--- src/rtl/othello_pkg.sv ---
// rtl/othello_pkg.sv - shared Othello cell encoding, board address width and move_entry states
package othello_pkg;

  localparam int ADDR_W = 6;

  localparam logic [1:0] CELL_EMPTY = 2'b00;
  localparam logic [1:0] CELL_BLACK = 2'b01;
  localparam logic [1:0] CELL_WHITE = 2'b10;

  typedef enum logic [1:0] {
    ST_IDLE  = 2'd0,
    ST_READ  = 2'd1,
    ST_CHECK = 2'd2,
    ST_REQ   = 2'd3
  } move_state_e;

  function automatic logic [1:0] piece_for(input logic side);
    return side ? CELL_WHITE : CELL_BLACK;
  endfunction

endpackage

--- src/rtl/move_entry.sv ---
// rtl/move_entry.sv - turns a cursor enter strobe into a committed Othello move
// Reads the target cell, writes the mover's piece if empty, then hands off to the flip engine.
module move_entry
  import othello_pkg::*;
#(
  parameter bit FIRST_PLAYER = 1'b0
) (
  input  logic              clk,
  input  logic              RST,
  input  logic [2:0]        X,
  input  logic [2:0]        Y,
  input  logic              enter,
  output logic [ADDR_W-1:0] rd_addr,
  input  logic [1:0]        rd_data,
  output logic              wr_en,
  output logic [ADDR_W-1:0] wr_addr,
  output logic [1:0]        wr_data,
  output logic              move_req,
  input  logic              move_ack,
  output logic [2:0]        move_x,
  output logic [2:0]        move_y,
  output logic              player,
  output logic              busy,
  output logic              move_done,
  output logic              move_reject
);

  move_state_e       state_q, state_d;
  logic [ADDR_W-1:0] rd_addr_q, rd_addr_d;
  logic [ADDR_W-1:0] wr_addr_q, wr_addr_d;
  logic [1:0]        wr_data_q, wr_data_d;
  logic [2:0]        move_x_q, move_x_d;
  logic [2:0]        move_y_q, move_y_d;
  logic              wr_en_q, wr_en_d;
  logic              move_req_q, move_req_d;
  logic              player_q, player_d;
  logic              busy_q, busy_d;
  logic              move_done_q, move_done_d;
  logic              move_reject_q, move_reject_d;

  always_ff @(posedge clk or posedge RST) begin
    if (RST) begin
      state_q       <= ST_IDLE;
      rd_addr_q     <= '0;
      wr_addr_q     <= '0;
      wr_data_q     <= '0;
      move_x_q      <= '0;
      move_y_q      <= '0;
      wr_en_q       <= 1'b0;
      move_req_q    <= 1'b0;
      player_q      <= FIRST_PLAYER;
      busy_q        <= 1'b0;
      move_done_q   <= 1'b0;
      move_reject_q <= 1'b0;
    end else begin
      state_q       <= state_d;
      rd_addr_q     <= rd_addr_d;
      wr_addr_q     <= wr_addr_d;
      wr_data_q     <= wr_data_d;
      move_x_q      <= move_x_d;
      move_y_q      <= move_y_d;
      wr_en_q       <= wr_en_d;
      move_req_q    <= move_req_d;
      player_q      <= player_d;
      busy_q        <= busy_d;
      move_done_q   <= move_done_d;
      move_reject_q <= move_reject_d;
    end
  end

  always_comb begin
    state_d = state_q;
    case (state_q)
      ST_IDLE:  if (enter) state_d = ST_READ;
      ST_READ:  state_d = ST_CHECK;
      ST_CHECK: state_d = (rd_data == CELL_EMPTY) ? ST_REQ : ST_IDLE;
      ST_REQ:   if (move_ack) state_d = ST_IDLE;
      default:  state_d = ST_IDLE;
    endcase
  end

  // Next values of the registered outputs; busy is computed from the next state
  // so it rises on the same edge that samples enter.
  always_comb begin
    rd_addr_d     = rd_addr_q;
    wr_addr_d     = wr_addr_q;
    wr_data_d     = wr_data_q;
    move_x_d      = move_x_q;
    move_y_d      = move_y_q;
    player_d      = player_q;
    move_req_d    = move_req_q;
    wr_en_d       = 1'b0;
    move_done_d   = 1'b0;
    move_reject_d = 1'b0;
    case (state_q)
      ST_IDLE: begin
        if (enter) begin
          move_x_d  = X;
          move_y_d  = Y;
          rd_addr_d = {Y, X};
        end
      end
      ST_CHECK: begin
        if (rd_data == CELL_EMPTY) begin
          wr_en_d   = 1'b1;
          wr_addr_d = {move_y_q, move_x_q};
          wr_data_d = piece_for(player_q);
        end else begin
          move_reject_d = 1'b1;
        end
      end
      ST_REQ: begin
        if (move_ack) begin
          move_req_d  = 1'b0;
          player_d    = ~player_q;
          move_done_d = 1'b1;
        end else begin
          move_req_d  = 1'b1;
        end
      end
      default: ;
    endcase
    busy_d = (state_d != ST_IDLE);
  end

  assign rd_addr     = rd_addr_q;
  assign wr_addr     = wr_addr_q;
  assign wr_data     = wr_data_q;
  assign move_x      = move_x_q;
  assign move_y      = move_y_q;
  assign wr_en       = wr_en_q;
  assign move_req    = move_req_q;
  assign player      = player_q;
  assign busy        = busy_q;
  assign move_done   = move_done_q;
  assign move_reject = move_reject_q;

endmodule

--- config.mk ---
export PLATFORM = sky130hd
export DESIGN_NAME = move_entry
export DESIGN_NICKNAME = d
export VERILOG_FILES = /design/src/rtl/othello_pkg.sv /design/src/rtl/move_entry.sv
export SDC_FILE = /design/constraint.sdc
export NUM_CORES = 1
export LEC_CHECK = 0
export CORE_MARGIN = 5
export CORE_UTILIZATION = 44
export CTS_BUF_LIST = sky130_fd_sc_hd__clkbuf_16
export DETAILED_ROUTE_END_ITERATION = 10
export GPL_ROUTABILITY_DRIVEN = 1
export PLACE_DENSITY = 0.78
export SLEW_MARGIN = 20
export SYNTH_ARGS = -nofsm -noshare
export SYNTH_HDL_FRONTEND = slang
export SYNTH_SLANG_ARGS = --single-unit
--- constraint.sdc ---
create_clock -name clk -period 3.3 [get_ports clk]
set_input_delay 0.825 -clock clk [delete_from_list [all_inputs] [get_ports clk]]
set_output_delay 0.825 -clock clk [all_outputs]
set_load 0.01 [all_outputs]
==> results.py <==
metrics = {
    "clock_tree": {
        "cts_tree": "built",
        "cts-root-buf": "clkbuf_16",
        "path_clk_slew_ns": 0.05,
        "cts_hold_buf": 0,
        "h-tree-depth": 1,
        "cts.path.max_buffers": 2,
        "ctsResizeCount": 0,
        "postCtsSetupRepairBufs": 0,
        "clock-sinks": 22,
        "cts_buffers": 3,
        "clock_latency_ns": 0.25,
    },
    "hold_path": {
        "hold_depth": 1,
        "hp-class": "reg -> reg",
        "hold_end": "move_req$_DFFE_PP0P_",
        "hp-start": "move_req$_DFFE_PP0P_",
    },
    "timing": {
        "worst_slew_pin_slew_ns": 0.7879,
        "drv_slew": 0,
        "finalSetupViolCount": 0,
        "relSlewSlack": 0.4742,
        "rsz0062_at_grt": "no",
        "max_freq_mhz": 456.9,
        "hold_viol_final": 0,
        "fin_crit_ns": 2.188,
        "setup_tns_ns": 0,
        "finClkSkew_ns": 0.001477,
        "period_share": 0.6632,
    },
    "die": {
        "fp.dieArea_um2": 3080,
        "die_h_um": 55.50,
        "pin_count": 38,
        "die_w_um": 55.50,
        "start_util": 0.4643,
        "core_um2": 1962,
        "num_rows": 16,
    },
    "synthesis": {
        "synthArstFlopShare": 1.000,
        "ys_top_cells_by_area": "dfrtp_1, mux2_2, buf_4, nor4b_4, nor3b_4",
        "synth-edff-count": 0,
        "synth_nets": 73,
        "synth_cells": 61,
        "syn-cell-area_um2": 910.9,
        "synth-seq-area-share": 0.6044,
        "synth_top_area_share": 0.6044,
        "synth_seq_cells": 22,
        "synthFlopType": "dfrtp_1",
        "ys_types": 19,
        "synth_warnings": 0,
        "avgSynthCellArea_um2": 14.93,
        "yosysMostFrequentCell": "dfrtp_1",
        "yosysTopAreaCell": "dfrtp_1",
        "synth_top_cells_by_count": "dfrtp_1, mux2_2, buf_4, inv_1, nor3b_1",
    },
    "setup_path": {
        "arrival_ns": 2.32,
        "rr_startpoint": "state_q[0]$_DFF_PP0_",
        "crit_required_ns": 3.43,
        "crit_type": "in -> reg",
        "r2r_cells": 2,
        "ff2ff_setup_slack_ns": 1.63,
        "timing.rr.end": "wr_addr[3]$_DFFE_PP0P_",
        "end_kind": "flip-flop",
        "critical_path_peak_fanout": 10,
        "worst_setup_path_start_kind": "primary input",
    },
    "route": {
        "ant_nets": 0,
        "drt_iter0_markers": 5,
        "drt_wl_total_mm": 1.593,
        "vias": 568,
        "routedWlPerCell_um": 13.28,
        "drc": 0,
        "viasPerCell": 4.733,
        "first_pass_iters": 3,
    },
    "global_route": {
        "grt_max_degree": 23,
        "grt.total_usage": 0.1147,
        "antenna_found_initial": 0,
        "grt_pass1_vias": 600,
        "gr-total-overflow": 0,
        "grt_pass1_wl_mm": 2.835,
    },
    "place": {
        "port_buffers": 37,
        "place.gp.congestion": 0.6611,
        "dp_cells": 117,
        "dp_hpwl_mm": 1.270,
    },
    "final_layout": {
        "nets": 107,
        "diodes": 0,
        "area_growth_pct": 45.60,
        "drive_gt1_frac": 0.2258,
        "fin_cells": 120,
        "finalCoreUtilization": 0.6760,
    },
    "power": {
        "p_per_area_nw_per_um2": 994.8,
        "irDropWorstVdd_uv": 496.4,
        "cellLeakagePower_uw": 0.0005704,
    },
    "run_status": {
        "status": "finished, final reports clean",
    },
    "run": {
        "drv_cap": 0,
    },
}
## worst max-delay path: stages
cell and delay [ns]:
clkdlybuf4s50_1 0.47, nor4b_4 0.61, mux2_2 0.41
## layer usage
layer | global-route usage | wire length (um) | vias to the layer above | part of all wire
met4 | 0.06250 | 27 | 0 | 0.017
met3 | 0.03730 | 106 | 2 | 0.067
met1 | 0.1362 | 627 | 278 | 0.39
li1 | - | - | 269 | -
met2 | 0.1824 | 830 | 19 | 0.52
met5 | 0 | 0 | - | 0
## kinds of logic after synthesis
logic type | synth area share
flops | 0.6044
buf+inv | 0.08242
mux | 0.1717
simple gates | 0.1058
compound gates | 0.02611
xor+xnor | 0.009617
## power by group
part	switching [uW]	internal [uW]	leakage, uW	total [uW]
combinational	196	383	0.000266	579
clock	82.1	159	0.0000370	241
sequential	103	396	0.000267	499
## cell type report
class | instances | area, um^2
Clock buffer | 3 | 75.07
Fill cell | 162 | 635.6
Inverter | 3 | 11.26
Multi-Input combinational cell | 28 | 285.3
Sequential cell | 22 | 550.5
Tap cell | 27 | 33.78
Timing Repair Buffer | 37 | 370.4
## state kept, by name (all words and copies together), names as in the netlist
signal and count:
move_done 1, busy 1, state_q 2, wr_data 2, rd_addr 6, player 1
move_reject 1, move_req 1, wr_en 1, wr_addr 6
## stage by stage
stage          instance area, um^2  hold slack (ns)  setup slack, ns  total power [uW]
3_3_place_gp                  1251           0.4695           0.8439              1081
2_1_floorplan                910.9           0.5178            1.621             801.0
3_5_place_dp                  1251           0.4688           0.8228              1097
5_1_grt                       1326           0.5180            1.018              1404
4_1_cts                       1326           0.4864            1.080              1342
6_report                      1326           0.4805            1.112              1319
## layout by cell type, fill, tap and decap left out, drive strengths merged
cell type	Yosys	layout
clkdlybuf4s50	0	37
dfrtp	22	22
mux2	13	13
inv	3	3
clkbuf	0	3
nor3b	3	3
nor4b	1	1
mux2i	1	1
and3b	1	1
or3	1	1
nand3	1	1
o21a	1	1
and2b	1	1
o31a	1	1
nor2	1	1
xnor2	1	1
nand2	1	1
a21o	1	1
## how the worst max path moves through the flow
stage,from,end
5_1_grt,rd_data[1],wr_addr[2]$_DFFE_PP0P_
3_5_place_dp,rd_data[1],wr_addr[3]$_DFFE_PP0P_
3_3_place_gp,rd_data[1],wr_addr[1]$_DFFE_PP0P_
2_1_floorplan,rd_data[1],wr_addr[0]$_DFFE_PP0P_
4_1_cts,rd_data[1],wr_addr[3]$_DFFE_PP0P_
6_report,rd_data[1],wr_addr[3]$_DFFE_PP0P_
(Power assumes the default switching activity.)
